`config.mk`:
```
export PLATFORM = sky130hd
export DESIGN_NAME = regex_stim_gen
export DESIGN_NICKNAME = d
export VERILOG_FILES = /design/src/rtl/regex_stim_pkg.sv /design/src/rtl/stim_lfsr16.sv /design/src/rtl/regex_stim_gen.sv
export SDC_FILE = /design/constraint.sdc
export NUM_CORES = 1
export LEC_CHECK = 0
export ABC_AREA = 1
export CORE_MARGIN = 2
export CORE_UTILIZATION = 50
export CTS_CLUSTER_SIZE = 40
export DETAILED_ROUTE_END_ITERATION = 16
export GPL_TIMING_DRIVEN = 0
export PLACE_DENSITY = 0.81
export SLEW_MARGIN = 15
export SYNTH_ARGS = -nofsm -noshare
export SYNTH_HDL_FRONTEND = slang
export SYNTH_SLANG_ARGS = --single-unit
export TNS_END_PERCENT = 1
```
`constraint.sdc`:
```
create_clock -name clk -period 1.8 [get_ports clk]
set_clock_uncertainty 0.15 [all_clocks]
set_input_delay 0.36 -clock clk [delete_from_list [all_inputs] [get_ports clk]]
set_output_delay 0.36 -clock clk [all_outputs]
set_load 0.02 [all_outputs]
```
`src/rtl/regex_stim_pkg.sv`:
```
// Shared types and constants for the regex matcher stimulus generator.
package regex_stim_pkg;

  typedef enum logic [2:0] {IDLE, PREFIX, MARK, TAIL, DONE} state_e;

  localparam int          TAIL_LEN_DEF  = 20;
  localparam logic [15:0] LFSR_TAPS     = 16'hB400;
  localparam logic [15:0] LFSR_ZERO_SUB = 16'h0001;

  // Taps are given in polynomial order (bit 15 = x^16); the register shifts right,
  // so the mask is applied to the bit-reversed state to pick q[0], q[2], q[3], q[5].
  function automatic logic lfsr_fb(input logic [15:0] q);
    logic [15:0] r;
    for (int i = 0; i < 16; i++) r[i] = q[15-i];
    return ^(r & LFSR_TAPS);
  endfunction

endpackage

```
`src/rtl/stim_lfsr16.sv`:
```
// 16-bit Fibonacci LFSR with seed load (zero seed substituted) and advance enable.
module stim_lfsr16
  import regex_stim_pkg::*;
#(
  parameter logic [15:0] SEED_RST = 16'hACE1
) (
  input  logic        clk,
  input  logic        reset,
  input  logic        load,
  input  logic [15:0] seed,
  input  logic        adv,
  output logic [15:0] q
);

  logic [15:0] q_q, q_d;

  always_comb begin
    q_d = q_q;
    if (load)
      q_d = (seed == 16'h0000) ? LFSR_ZERO_SUB : seed;
    else if (adv)
      q_d = {lfsr_fb(q_q), q_q[15:1]};
  end

  always_ff @(posedge clk) begin
    if (reset) q_q <= SEED_RST;
    else       q_q <= q_d;
  end

  assign q = q_q;

endmodule

```
`src/rtl/regex_stim_gen.sv`:
```
// Character-stream generator for the (0|1)*1(0|1){TAIL_LEN} matcher, with reference verdict.
// Optional feature: define REGEX_STIM_NEGATIVE_EN to add the `negative` input (mark emits 0).
module regex_stim_gen
  import regex_stim_pkg::*;
#(
  parameter int          TAIL_LEN = TAIL_LEN_DEF,
  parameter int          PFX_W    = 4,
  parameter logic [15:0] SEED_RST = 16'hACE1
) (
  input  logic             clk,
  input  logic             reset,
  input  logic             start,
  input  logic [PFX_W-1:0] prefix_len,
`ifdef REGEX_STIM_NEGATIVE_EN
  input  logic             negative,
`endif
  input  logic             seed_load,
  input  logic [15:0]      seed,
  output logic             ch,
  output logic             ch_valid,
  input  logic             ch_ready,
  output logic             tok,
  output logic             exp_match,
  output logic             exp_valid,
  output logic             busy,
  output logic             done
);

  localparam int CNT_W = PFX_W + 6;

  state_e             state_q, state_d;
  logic [CNT_W-1:0]   cnt_q, cnt_d;
  logic [PFX_W-1:0]   pfx_q, pfx_d;
  logic               first_q, first_d;
  logic [TAIL_LEN:0]  win_q, win_d;
  logic               em_q, em_d;
  logic               ev_q, ev_d;
  logic               neg_q, neg_d;
  logic [15:0]        lfsr_q;
  logic               unused_lfsr;
  logic               mark_bit;
  logic               xfer;
  logic               lfsr_adv;
  logic [CNT_W-1:0]   cnt_last;

`ifdef REGEX_STIM_NEGATIVE_EN
  assign mark_bit = ~neg_q;
`else
  assign mark_bit = 1'b1;
`endif

  assign unused_lfsr = ^lfsr_q[15:1];
  assign ch_valid    = (state_q == PREFIX) || (state_q == MARK) || (state_q == TAIL);
  assign ch          = ch_valid & ((state_q == MARK) ? mark_bit : lfsr_q[0]);
  assign tok         = ch_valid & first_q;
  assign busy        = (state_q != IDLE);
  assign done        = (state_q == DONE);
  assign exp_match   = em_q;
  assign exp_valid   = ev_q;
  assign xfer        = ch_valid & ch_ready;
  assign lfsr_adv    = xfer & ((state_q == PREFIX) || (state_q == TAIL));
  // cnt_q indexes the character being offered; the last one sits at prefix + TAIL_LEN.
  assign cnt_last    = CNT_W'(pfx_q) + CNT_W'(TAIL_LEN);

  stim_lfsr16 #(.SEED_RST(SEED_RST)) u_lfsr (
    .clk  (clk),
    .reset(reset),
    .load (seed_load && (state_q == IDLE)),
    .seed (seed),
    .adv  (lfsr_adv),
    .q    (lfsr_q)
  );

  always_comb begin
    state_d = state_q;
    cnt_d   = cnt_q;
    pfx_d   = pfx_q;
    first_d = first_q;
    win_d   = win_q;
    em_d    = em_q;
    ev_d    = ev_q;
    neg_d   = neg_q;
    case (state_q)
      IDLE: begin
        if (start) begin
          pfx_d   = prefix_len;
          cnt_d   = '0;
          first_d = 1'b1;
          win_d   = '0;
          em_d    = 1'b0;
          ev_d    = 1'b0;
`ifdef REGEX_STIM_NEGATIVE_EN
          neg_d   = negative;
`else
          neg_d   = 1'b0;
`endif
          state_d = (prefix_len != '0) ? PREFIX : MARK;
        end
      end
      PREFIX:  if (xfer && (cnt_q == CNT_W'(pfx_q) - CNT_W'(1))) state_d = MARK;
      MARK:    if (xfer) state_d = TAIL;
      TAIL:    if (xfer && (cnt_q == cnt_last)) state_d = DONE;
      DONE:    state_d = IDLE;
      default: state_d = IDLE;
    endcase
    // Transfers only happen in PREFIX/MARK/TAIL, so they never collide with the start clear.
    if (xfer) begin
      cnt_d   = cnt_q + CNT_W'(1);
      first_d = 1'b0;
      win_d   = {win_q[TAIL_LEN-1:0], ch};
      em_d    = win_d[TAIL_LEN];
      if (cnt_q >= CNT_W'(TAIL_LEN)) ev_d = 1'b1;
    end
  end

  always_ff @(posedge clk) begin
    if (reset) begin
      state_q <= IDLE;
      cnt_q   <= '0;
      pfx_q   <= '0;
      first_q <= 1'b0;
      win_q   <= '0;
      em_q    <= 1'b0;
      ev_q    <= 1'b0;
      neg_q   <= 1'b0;
    end else begin
      state_q <= state_d;
      cnt_q   <= cnt_d;
      pfx_q   <= pfx_d;
      first_q <= first_d;
      win_q   <= win_d;
      em_q    <= em_d;
      ev_q    <= ev_d;
      neg_q   <= neg_d;
    end
  end

endmodule
```
# After elaboration in Yosys (flattened, before gate mapping)
# Cells that the tools add are included.
[word_totals] mem_bits_ro=0 register_bits=56 latch_bits=0 mem_bits_rw=0 input_bits=25 out_inout_bits=7 n_memories=0
[op_classes] add_sub_neg=3 n_eq_ne=10 div=0 muxes=23 mul=0 magnitude_cmp=1 reduce_logical=18 n_shift=0 n_bitwise=4
[ops] op="two-way mux 20 bit" n=3
[ops] op="two-way mux 16 bit" n=3
[ops] op="two-way mux 10 bit" n=3
[ops] op="logical NOT 16 bit" n=1
[ops] op="parity 16 bit" n=1
[ops] op="two-way mux 3 bit" n=4
[ops] op="one-hot mux 3 bit (4 select lines)" n=1
[ops] op="adder 10 x 1 -> 10 bit (second input constant)" n=1
[ops] op="equality test 10 bit" n=1
[ops] op="equality test 10 x 6 -> 1 bit" n=1
[ops] op=">= comparator 10 x 5 -> 1 bit (second input constant)" n=1
[ops] op="two-way mux 1 bit" n=8
[ops] op="adder 4 x 5 -> 6 bit (second input constant)" n=1
[ops] op="equality test 3 x 2 -> 1 bit (second input constant)" n=2
[ops] op="nonzero test 2 bit" n=3
[ops] op="subtractor 4 x 1 -> 5 bit (second input constant)" n=1
[ops] op="AND 1 bit" n=4
[ops] op="!= test 2 x 1 -> 1 bit (second input constant)" n=2
[ops] op="!= test 2 bit (second input constant)" n=2
[ops] op="AND reduction 2 bit" n=2
[ops] op="AND reduction 4 bit" n=1
[ops] op="nonzero test 4 bit" n=1
[ops] op="equality test 3 x 1 -> 1 bit (second input constant)" n=1
[ops] op="equality test 3 bit (second input constant)" n=1
[ops] op="other kinds (6)" n=10

# Longest topological paths before layout
# Gate-level depths: netlist (run 1).
[depth] word_depth=7 mapped_depth=13 mapped_depth_nobuf=13

# Hierarchy
# Synthesis (run 1) repeated with hierarchy kept, for this count alone.
[unflattened] hier_cells=419 area_unflattened_um2=2892.8
[by_module_without_submodules] module="regex_stim_gen" area_each_um2=2095.8 cells_per_inst=295 seq_area_each_um2=800.8 instances=1
[by_module_without_submodules] module="stim_lfsr16" area_each_um2=797.0 cells_per_inst=124 seq_area_each_um2=320.3 instances=1

# Least setup slack after synthesis (run 1)
# No wires, ideal clock.
[synth_path] path_kind="reg-to-reg" startpoint="register pfx_q[2]" endpoint="register state_q[0]" stages_incl_launch_ff=14 path_buffers=0 synth_period_minus_slack_ns=1.654 required_ns=1.541 slack_ns=0.146 setup_ns=0.109 t_arrival_ns=1.395 cell_sequence="dfxtp_1 -> inv_1 -> ha_1 -> inv_1 -> nand2_1 -> nand2_1 -> nor2_1 -> nand3_1 -> nor2_1 -> nor2_1 -> nor2_2 -> nand3_1 -> nand2_1 -> inv_1"
[synth_via] elab_chain_cells=5 elab_cells_between_ends=9 classes_between="add/sub (2); eq/ne (4); reduce/logical (3)"
[synth_rtl] item="start: declaration" line="regex_stim_gen.sv:33" rtl="logic [PFX_W-1:0] pfx_q, pfx_d;"
[synth_rtl] item="start signal: assignment" line="regex_stim_gen.sv:129" rtl="pfx_q <= pfx_d;"
[synth_rtl] item="adder 4 x 5 -> 6 bit or subtractor 4 x 1 -> 5 bit (tied branches)" line="regex_stim_gen.sv:63, regex_stim_gen.sv:100"
[synth_rtl] item="equality test 10 x 6 -> 1 bit or equality test 10 bit (tied branches)" line="regex_stim_gen.sv:102, regex_stim_gen.sv:100"
[synth_rtl] item="logical AND 1 bit (on tied branches)" line="regex_stim_gen.sv:102, regex_stim_gen.sv:100"
[synth_rtl] item="!= test 2 x 1 -> 1 bit (no line)"
[synth_rtl] item="AND reduction 4 bit (no line) *"
[synth_rtl] item="end signal: assignment" line="regex_stim_gen.sv:127" rtl="state_q <= state_d;"
[synth_rtl] item="end: declaration" line="regex_stim_gen.sv:31" rtl="state_e state_q, state_d;"
# Mark *: on every way between the ends. The rest lies on a longest branch, timed or not.
# A chain may end at the register's enable or synchronous reset.

# Final worst setup path (run 1)
[layout_path] startpoint="register state_q[0]" endpoint="output port ch"
[layout_via] elab_chain_cells=4 elab_cells_between_ends=7 classes_between="eq/ne (3); mux (1); bitwise (1); reduce/logical (2)"
[layout_rtl] item="equality test 3 x 1 -> 1 bit or equality test 3 x 2 -> 1 bit (tied branches)" line="regex_stim_gen.sv:53, regex_stim_gen.sv:54"
[layout_rtl] item="logical OR 1 bit (2 in a row)" line="regex_stim_gen.sv:53" rtl="assign ch_valid = (state_q == PREFIX) || (state_q == MARK) || (state_q == TAIL);"
[layout_rtl] item="AND 1 bit *" line="regex_stim_gen.sv:54" rtl="assign ch = ch_valid & ((state_q == MARK) ? mark_bit : lfsr_q[0]);"
[layout_rtl] item="end: declaration" line="regex_stim_gen.sv:19" rtl="output logic ch,"
# Marked as above.

==> results of run 1 <==
-- final cells by class --
class / count / area, um2
plain buffers: 16 / 96.3
flip-flops and latches: 56 / 1140
clock buffers: 5 / 68.8
fillers: 499 / 2030
inverters: 43 / 171
well taps: 72 / 90.1
clock inverters: 3 / 27.5
multi-input cells: 283 / 1470
repair buffers: 36 / 338
-- cell usage in the layout (no fill, tap or decap), types with 5 or more instances in the layout --
cell type,netlist,layout
nand2_1,127,126
dfxtp_1,56,48
a21oi_1,46,46
inv_1,38,33
nand3_1,22,22
clkdlybuf4s50_1,0,22
nor2_1,20,16
o21ai_0,14,14
buf_4,3,9
inv_2,5,6
nor2_2,2,6
clkbuf_1,8,6
o221ai_1,6,6
buf_2,4,5
clkbuf_8,0,5
dfxtp_4,0,5
-- cell families (layout without fill, tap and decap cells) --
group	Yosys count	in the layout	share of synthesized area, %
AOI/OAI and AO/OA	81	81	16.8
and+or+nand+nor	193	193	30.2
xor gates and xnor gates	3	3	0.949
adders and majority gates	6	6	2.71
buffers and inverters	59	103	8.85
DFF	56	56	40.5
-- what timing repair did --
action,in CTS,in global routing
setup endpoints to repair,28,42
setup buffers,2,4
hold buffers,0,0
pin swaps,2,11
gates resized for setup,34,30
-- Yosys cell counts --
cell type / n / area share [%]
o211ai_1: 1 / 0.27
clkbuf_1: 8 / 1.1
inv_2: 5 / 0.68
inv_1: 38 / 5.1
nor2_2: 2 / 0.45
o2111ai_1: 1 / 0.32
buf_6: 1 / 0.41
xnor2_1: 2 / 0.63
a211oi_2: 1 / 0.45
nand3b_1: 1 / 0.27
xor2_1: 1 / 0.32
o21bai_2: 1 / 0.41
a21oi_1: 46 / 8.3
o221ai_1: 6 / 1.9
dfxtp_1: 56 / 40
nor2_4: 3 / 1.2
nor3_2: 1 / 0.36
a311oi_1: 1 / 0.32
a211oi_1: 4 / 1.1
nand2_4: 1 / 0.41
nand2_1: 127 / 17
o21ai_0: 14 / 2.5
nor3_1: 3 / 0.54
buf_4: 3 / 0.81
ha_1: 6 / 2.7
or2_2: 1 / 0.23
nor2_1: 20 / 2.7
buf_2: 4 / 0.72
nand4_1: 4 / 0.90
nand2_2: 3 / 0.68
or2_1: 1 / 0.23
nand3_2: 1 / 0.36
o21ai_1: 3 / 0.54
nor4_1: 3 / 0.68
nand3_1: 22 / 4.0
a31oi_1: 3 / 0.68
-- routing by layer --
metal  up-vias  global-route usage (%)  wire, um
li1       1387                       -         -
met1      1229                    28.3      2990
met2        62                    37.7      3160
met3        17                    4.37       236
met4         0                    9.65       151
met5         -                       0         0
-- worst register-to-register path, cell delays in order (launching register included) --
cell,delay (ps)
dfxtp_2,380
inv_4,60
ha_4,260
inv_2,20
nand2_1,40
nand2_1,50
nor2_1,80
nand3_1,80
nor2_2,150
nor2_2,60
nor2_2,140
nand3_1,80
nand2_1,80
inv_1,40
-- registers in the layout, summed over array words and instances, names as in the netlist --
register   flops
first_q        1
state_q        3
u_lfsr.q      16
exp_match      1
win_q         20
cnt_q         10
exp_valid      1
pfx_q          4
-- per-stage QoR --
stage | worst slack, ps | TNS (ps) | hold slack (ps)
2_1_floorplan | 146 | 0 | 286
3_3_place_gp | -422 | -12600 | 297
3_5_place_dp | -446 | -13960 | 304
4_1_cts | -6.49 | -9.32 | 319
5_1_grt | -105 | -386 | 331
6_report | -24.0 | -24.0 | 315
-- report_power, final --
part / leakage, nW / switching, mW / total, mW / internal [mW]
clock network: 0.0463 / 0.452 / 0.739 / 0.287
registers: 0.461 / 0.145 / 1.57 / 1.42
logic: 0.894 / 1.01 / 1.66 / 0.654
-- worst max-delay path by stage --
stage / from / end / depth (start not counted)
2_1_floorplan: pfx_q[2] / state_q[0] / 13
3_3_place_gp: ch_ready / cnt_q[9] / 7
3_5_place_dp: ch_ready / cnt_q[9] / 7
4_1_cts: pfx_q[2] / state_q[0] / 13
5_1_grt: pfx_q[3] / state_q[1] / 12
6_report: state_q[0] / ch / 4
==> results.md, run 1 <==
* Outcome: complete, but fails checks
* Failing checks: negative setup slack
* # DRC at 0
* Delay of the slowest cell on the worst path at 390 ps
* Power density over the cells at 1170 nW/um2
* Largest net degree at the start of global routing at 20
* Slowest cell on crit path: dfxtp_4
* Max Cap Viol at 0
* Relative slew margins at 62.8%
* Critical Path RT at 1290 ps
* Fin. Hold Viols at 0
* CTS tree: yes
* Die Span Y at 78.4 um
* Netlist cell types at 36
* Die ar. at 6150 um2
* DR iter-0 viols at 162
* Max Fclk at 0.548 GHz
* Leak at 1.40 nW
* Vias in the first global route at 2508
* Area of the core at 5440 um2
* Initial core utilization at 50.9%
* Crit Reg-Reg Startpoint: pfx_q[3]
* Final period utilization at 101%
* Crit path max fanout at 6
* Cells after Synth at 398
* Routed Antenna Nets at 0
* HPWL after DPL at 4700 um
* First-pass GRT wire length at 11000 um
* R2R Path End: state_q[0]
* Post-Layout Inst Area at 3410 um2
* Final Max Slew Viols at 0
* IO Pins at 32
* Num CTS Buffers at 5
* DP Cell Count at 500
* Clock root buffer: clkbuf_8
* Final core utilization at 62.6%
* Min-Delay Path Class: register to register
* Final WS setup at -24.0 ps
* Setup violations, final at 1
* # clock sinks at 56
* Register bit total from synthesis at 56
* Hold path startpoint: exp_match
* Gr usage total at 22.5%
* Worst vdd ir at 0.758 mV
* Synthesized cell area at 2770 um2
* Initial antenna violation count at 0
* Synth-to-Final Area Change at 22.9%
* Placed cell area at 3160 um2
* Register area share after synthesis at 40.5%
* Row count at 27
* Hold Crit Depth at 2
* Via density at 5.24
* H-Tree Depth at 2
* Total power at 3.97 mW
* Worst Path Buf+Inv at 1
* Crit path kind: register to output pin
* CP top delay family: flip-flops
* Worst hold endpoint: exp_match
* DR WL/cell at 12.7 um
* RSZ-0062 raised after global routing: true
* Startpoint Class: register
* Worst-case reg-to-reg path depth at 13
* Critical path arrival at 1310 ps
* Final non-filler cell total at 514
* Total number of vias at 2695
* Crit end category: output pin
* Pre-antenna DRT Iters at 5
* Clock transition at path regs at 110 ps
* Syn avg cell area at 6.96 um2
* R2r setup slk at 30 ps
* Die Span X at 78.4 um
* Drt total wl at 6540 um
* Yosys Warn Count at 0
* Share of cells above drive strength 1 at 15.6%
* Port buffer count at 30
* Critical Path, Cell by Cell: nor2_2 -> a21oi_1 -> nor2_1 -> buf_2
* Fin crit period at 1820 ps
* Skew-Pair Late Insertion Delay at 320 ps
* Ant. Diodes at 0
* Total overflow reported by the global router at 0
* Post-Syn Nets at 429
* Placer Congestion at 0.870
* Final nets at 472
* Worst-case clock buffer depth at 2
* Worst slew pin tran at 558 ps
Note: power is estimated with default switching activity, not from simulation.
==> run 2: changes to the inputs <==
--- a/config.mk
+++ b/config.mk
@@ -6,7 +6,6 @@
 export NUM_CORES = 1
 export LEC_CHECK = 0
 export ABC_AREA = 1
-export CORE_MARGIN = 2
 export CORE_UTILIZATION = 50
 export CTS_CLUSTER_SIZE = 40
 export DETAILED_ROUTE_END_ITERATION = 16
==> run 2 against run 1 <==
The flow still finishes with violations (negative setup slack). Global-route usage rose by 1.1 points. Cell count fell by 1.4%. Fmax rose by 0.69%. First-iteration DRC count rose by 41%. Sequential cell count did not move. Clock power fell by 0.5%. Power fell by 1.8%. Combinational power fell by 4%. Cell area fell by 2.3%. Via count fell by 0.33%. Utilization rose by 1.3 points. Non-clock buffer count fell by 5. Critical endpoint is now busy.
==> results.md, run 2 (synthesis gave the netlist of run 1 again) <==
* Crit end category: output pin
* Num CTS Buffers at 5 (unchanged)
* Gr usage total at 23.6% (+1.1 points)
* Initial core utilization at 53.2% (+2.3 points)
* Fin crit period at 1810 ps (-12.6 ps)
* Vias in the first global route at 2498 (-0.40%)
* Die Span Y at 76.4 um (-2.5%)
* Crit path kind: register to output pin
* Clock transition at path regs at 110 ps (about the same)
* # clock sinks at 56 (unchanged)
* Final hold slack at 315 ps (-0.688 ps)
* Final WS setup at -11.4 ps (+12.6 ps)
* Critical Path, Cell by Cell: nor2_4 -> inv_2 -> nor2_4 -> inv_1 -> buf_2
* Critical Path RT at 1290 ps (about the same)
* Min-Delay Path Class: register to register
* Setup violations, final at 2 (+1)
* Critical path arrival at 1300 ps (about the same)
* Row count at 26 (-3.7%)
* Most frequent cells in the layout: nand2_1 (127), dfxtp_1 (48), a21oi_1 (46)
* # DRC at 0 (unchanged)
* Synth-to-Final Area Change at 20.1%
* Skew-Pair Late Insertion Delay at 320 ps (about the same)
* Largest register FFs at 20 (unchanged)
* Worst-case clock buffer depth at 2 (unchanged)
* First-pass GRT wire length at 11200 um (+1.7%)
* H-Tree Depth at 2 (unchanged)
* Max Cap Viol at 0 (unchanged)
* Fin. Hold Viols at 0 (unchanged)
* CP top delay family: flip-flops
* Area of the core at 5200 um2 (-4.3%)
* Relative slew margins at 64.8% (+2.0 points)
* Setup tns final at -13.0 ps (+11.0 ps)
* Worst vdd ir at 0.909 mV (+20%)
* Total overflow reported by the global router at 0 (unchanged)
* Die ar. at 5840 um2 (-5.0%)
* HPWL after DPL at 4670 um (-0.60%)
* Max Fclk at 0.552 GHz (+0.69%)
* CTS tree: yes
* Worst Path Buf+Inv at 3 (+2)
* Worst slew pin tran at 529 ps (-29.6 ps)
* Final non-filler cell total at 507 (-1.4%)
* Share of cells above drive strength 1 at 14.0% (-1.7 points)
* Total number of vias at 2686 (-0.33%)
* DR iter-0 viols at 229 (+41%)
* Final Max Slew Viols at 0 (unchanged)
* Drt total wl at 6580 um (+0.57%)
* Clock root buffer: clkbuf_8
* Placer Congestion at 0.850 (-2.3%)
* RSZ-0062 raised after global routing: true
* Most flop-heavy register: win_q
* Leak at 1.36 nW (-2.7%)
* Startpoint Class: register
* IO Pins at 32 (unchanged)
* Ant. Diodes at 0 (unchanged)
* Most frequent CP cell: nor2_4
* Largest net degree at the start of global routing at 20 (unchanged)
* DP Cell Count at 498 (-0.40%)
* DR WL/cell at 13.0 um (+2.0%)
* Commonest non-fill, non-tap cell in the layout: nand2_1
* Failing checks: negative setup slack
* Port buffer count at 30 (unchanged)
* Slowest cell on crit path: dfxtp_4
* Routed Antenna Nets at 0 (unchanged)
* Pre-antenna DRT Iters at 6 (+1)
* Power density over the cells at 1170 nW/um2 (+0.52%)
* Crit path max fanout at 7 (+1)
* Final period utilization at 101% (-0.70 points)
* Outcome: complete, but fails checks
* Delay of the slowest cell on the worst path at 390 ps (about the same)
* Final nets at 467 (-1.1%)
* Via density at 5.30 (+1.0%)
* Die Span X at 76.4 um (-2.5%)
* Cts hold-fix bufs at 0 (unchanged)
* Initial antenna violation count at 0 (unchanged)
-- run 2: what timing repair did --
item                       4_1_cts  5_1_grt
setup endpoints to repair       30       32
setup buffers                    1        0
resized for setup               27       25
pin swaps                        1        4
-- run 2: layout make-up --
type	count	area (um2)
buffer	16	88.8
clock buffer	5	68.8
clock inverter	3	25.0
fill	488	1880
inverter	43	164
multi-input combinational	283	1460
sequential	56	1140
tap	70	87.6
timing repair buffer	31	295
-- run 2: power breakdown --
group / leakage [nW] / total (mW) / switching, mW / internal (mW)
Clock: 0.0452 / 0.735 / 0.450 / 0.285
Sequential: 0.461 / 1.58 / 0.154 / 1.42
Combinational: 0.858 / 1.59 / 0.986 / 0.603
Total: 1.36 / 3.90 / 1.59 / 2.31
-- run 2: path summary, 6_finish.rpt --
kind | from | to | slack (ps) | depth (start not counted)
setup reg to reg | pfx_q[3] | state_q[0] | 0 | 13
setup / recovery | state_q[1] | busy | -10 | 5
hold / removal | win_q[8] | win_q[8] | 310 | 2
hold reg to reg | win_q[8] | win_q[8] | 310 | 2
-- run 2: metrics by stage --
step	power, mW	util [%]	setup WS [ps]	area (um2)
floorplan	2.62	-	146	2770
global placement	3.03	60.7	-470	3160
detailed placement	3.06	60.7	-465	3160
CTS	3.80	62.7	-92.0	3270
global route	4.16	63.9	-123	3330
finish	3.90	63.9	-11.4	3330
-- run 2: worst reg2reg max path, stage by stage (launching register included) --
cell and delay, ps:
dfxtp_2 370, inv_2 80, ha_4 270, inv_1 30, nand2_1 50, nand2_1 50
nor2_1 100, nand3_1 70, nor2_1 140, nor2_1 80, nor2_2 140, nand3_1 90
nand2_1 70, inv_1 40
-- run 2: metal layers --
layer / part of all wire, % / up-vias / GRT usage, %
met2: 48 / 71 / 40.6
li1: - / 1374 / -
met3: 4.7 / 9 / 3.71
met5: 0 / - / 0
met4: 1.4 / 0 / 7.50
met1: 46 / 1232 / 30.0
==> run 3: changes to the inputs <==
--- a/config.mk
+++ b/config.mk
@@ -6,13 +6,14 @@
 export NUM_CORES = 1
 export LEC_CHECK = 0
 export ABC_AREA = 1
-export CORE_UTILIZATION = 50
+export CORE_UTILIZATION = 51
 export CTS_CLUSTER_SIZE = 40
 export DETAILED_ROUTE_END_ITERATION = 16
-export GPL_TIMING_DRIVEN = 0
-export PLACE_DENSITY = 0.81
+export GPL_TIMING_DRIVEN = 1
+export PLACE_DENSITY = 0.82
 export SLEW_MARGIN = 15
 export SYNTH_ARGS = -nofsm -noshare
 export SYNTH_HDL_FRONTEND = slang
+export SYNTH_HIERARCHICAL = 1
 export SYNTH_SLANG_ARGS = --single-unit
 export TNS_END_PERCENT = 1
==> run 3 against run 2 <==
The run now ends clean. First-iteration DRC count grew 15%. Power grew 3.0%. Fmax grew 0.83%. Sequential cell count is the same. Via count grew 11%. Global-route usage shrank 0.056 points. Non-clock buffer count grew 26. Critical path depth shrank 2. Cell area grew 12%. Combinational power grew 14%. Clock power shrank 2%.
==> results.md, run 3 <==
* Outcome: finished, final reports clean
* Die Span Y at 77.3 um (+1.2%)
* Vias in the first global route at 2583 (+3.4%)
* Worst Path Buf+Inv at 2 (-1)
* Total overflow reported by the global router at 0 (unchanged)
* Cells after Synth at 419 (+5.3%)
* Synth top cells by count: nand2_1 (122), dfxtp_1 (56), a21oi_1 (49)
* Register bit total from synthesis at 56 (unchanged)
* Max Cap Viol at 0 (unchanged)
* Relative slew margins at 77.2% (+12 points)
* Skew-Pair Late Insertion Delay at 330 ps (about the same)
* Slowest cell on crit path: dfxtp_2
* EDFF count, synth at 0 (unchanged)
* Clock root buffer: clkbuf_8
* # DRC at 0 (unchanged)
* Register area share after synthesis at 38.8% (-1.7 points)
* Synth area leader: dfxtp_1
* Most instantiated library cell after synthesis: nand2_1
* Reg area at 1130 um2 (-0.77%)
* Area of the core at 5470 um2 (+5.1%)
* Footprint of the multi-input gates at 1570 um2 (+7.4%)
* Initial core utilization at 52.9% (-0.36 points)
* Final Max Slew Viols at 0 (unchanged)
* Cts hold-fix bufs at 0 (unchanged)
* Netlist cell types at 36 (unchanged)
* Critical Path, Cell by Cell: buf_4 -> nor3_1 -> buf_2
* HPWL after DPL at 5120 um (+9.4%)
* IO Pins at 32 (unchanged)
* Num CTS Buffers at 5 (unchanged)
* Critical path arrival at 1290 ps (about the same)
* Setup violations, final at 0 (-2)
* Post-synth top area share at 38.8% (-1.7 points)
* DR iter-0 viols at 264 (+15%)
* Delay of the slowest cell on the worst path at 350 ps (-40 ps)
* Port buffer count at 31 (+3.3%)
* Crit end category: output pin
* Ys async rst share at 0% (unchanged)
* Commonest non-fill, non-tap cell in the layout: nand2_1
* Final period utilization at 99.8% (-0.83 points)
* Startpoint Class: register
* Most flop-heavy register: win_q
* Crit path max fanout at 6 (-1)
* CP top delay family: buffers and inverters
* Post-Syn Nets at 450 (+4.9%)
* Die ar. at 5980 um2 (+2.3%)
* Main synth FF type: dfxtp_1
* Largest register FFs at 20 (unchanged)
* Drt total wl at 7120 um (+8.3%)
* Final nets at 515 (+10%)
* Worst-case clock buffer depth at 2 (unchanged)
* RSZ-0062 raised after global routing: true
* Ant. Diodes at 0 (unchanged)
* Worst vdd ir at 0.630 mV (-31%)
* Placer Congestion at 0.857 (+0.75%)
* H-Tree Depth at 2 (unchanged)
* # fillers at 452 (-7.4%)
* Yosys Warn Count at 6 (+6)
* Fin crit period at 1800 ps (-14.9 ps)
* Clock transition at path regs at 110 ps (about the same)
* Via density at 5.36 (+1.2%)
* CTS tree: yes
* Top cells by area, synth: dfxtp_1 (39%), nand2_1 (16%), a21oi_1 (8.5%), nor2_1 (5.8%), inv_1 (4.9%)
* Most frequent cells in the layout: nand2_1 (120), dfxtp_1 (49), a21oi_1 (44)
* Fin. Hold Viols at 0 (unchanged)
* Synth-to-Final Area Change at 28.4%
* Synthesized cell area at 2890 um2 (+4.4%)
* Routed Antenna Nets at 0 (unchanged)
* Worst slew pin tran at 342 ps (-186 ps)
* # clock sinks at 56 (unchanged)
* Total number of vias at 2985 (+11%)
* Largest net degree at the start of global routing at 22 (+10%)
* Leak at 1.58 nW (+16%)
* Share of cells above drive strength 1 at 21.2% (+7.3 points)
* DR WL/cell at 12.8 um (-1.4%)
* Pre-antenna DRT Iters at 6 (unchanged)
* Gr usage total at 23.5% (-0.056 points)
* Initial antenna violation count at 0 (unchanged)
* Total power at 4.02 mW (+3.0%)
* Final hold slack at 311 ps (-3.94 ps)
* First-pass GRT wire length at 11300 um (+0.24%)
* Row count at 27 (+3.8%)
* Crit path kind: register to output pin
* Syn avg cell area at 6.90 um2 (-0.81%)
* Power density over the cells at 1080 nW/um2 (-7.7%)
* Min-Delay Path Class: register to register
* Max Fclk at 0.557 GHz (+0.83%)
* Critical Path RT at 1290 ps (about the same)
* Die Span X at 77.3 um (+1.2%)
[run 3: cell types whose count changed after synthesis, sizes merged, moves of 3 or more]
cell    previous run  this run
nor2              25        50
o221ai             6         0
clkbuf             8         3
a21oi             46        50
buf                8        12
o21ai             17        21
nand2            131       128
nor4               3         0
o211ai             1         4
[run 3: path summary, 6_finish.rpt]
kind                                 start         end  slack [ps]  cells after the start
worst max-delay path            state_q[1]        done           3                      3
worst min-delay path             win_q[13]   win_q[13]         310                      2
worst max register to register  state_q[1]  state_q[0]          30                     12
worst min register to register   win_q[13]   win_q[13]         310                      2
[run 3: timing repair]
action / in CTS / in global routing
buffers inserted: 0 / 1
pin swaps: 0 / 4
endpoints found under the setup margin: 7 / 52
gates resized for setup: 23 / 34
[run 3: logic make-up (layout without fill, tap and decap cells)]
kind of cell | Yosys count | in the layout | synth area share [%]
AOI/OAI and AO/OA | 87 | 87 | 17.1
DFF | 56 | 56 | 38.8
xor gates and xnor gates | 3 | 3 | 0.908
and+or+nand+nor | 208 | 208 | 30.9
adders and majority gates | 6 | 6 | 2.60
buffers and inverters | 59 | 125 | 9.69
[run 3: routing by layer]
metal  wire (um)  vias to the layer above  track usage (%)
met1        3170                     1374             31.5
li1            -                     1480                -
met3         442                       17             3.57
met5           0                        -                0
met4         161                        0             11.1
met2        3350                      114             36.9
[run 3: layout make-up]
type	count	share of cell area, %
Timing Repair Buffer	73	17.9
Inverter	44	4.58
Clock buffer	5	1.85
Tap cell	72	2.43
Clock inverter	3	0.606
Multi-Input combinational cell	304	42.2
Sequential cell	56	30.4
[run 3: stage by stage]
step	instance area, um2	TNS, ps	worst slack (ps)	utilization, %	std cells
5_1_grt	3710	-474	-72.2	67.9	557
3_3_place_gp	3540	-1870	-80.9	64.7	548
6_report	3710	0	3.47	67.9	557
4_1_cts	3630	-18.3	-10.0	66.3	556
3_5_place_dp	3540	-2710	-135	64.7	548
2_1_floorplan	2890	0	97.8	-	419
[run 3: power breakdown]
part	switching [mW]	internal [mW]	leakage (nW)	total [mW]
logic	1.02	0.794	1.08	1.81
clock network	0.441	0.280	0.0485	0.721
registers	0.0929	1.39	0.459	1.49
[run 3: tightest hold or removal path: stages (launching register included)]
cell and delay, ps:
dfxtp_1 320, nand2_1 60, a21oi_1 50
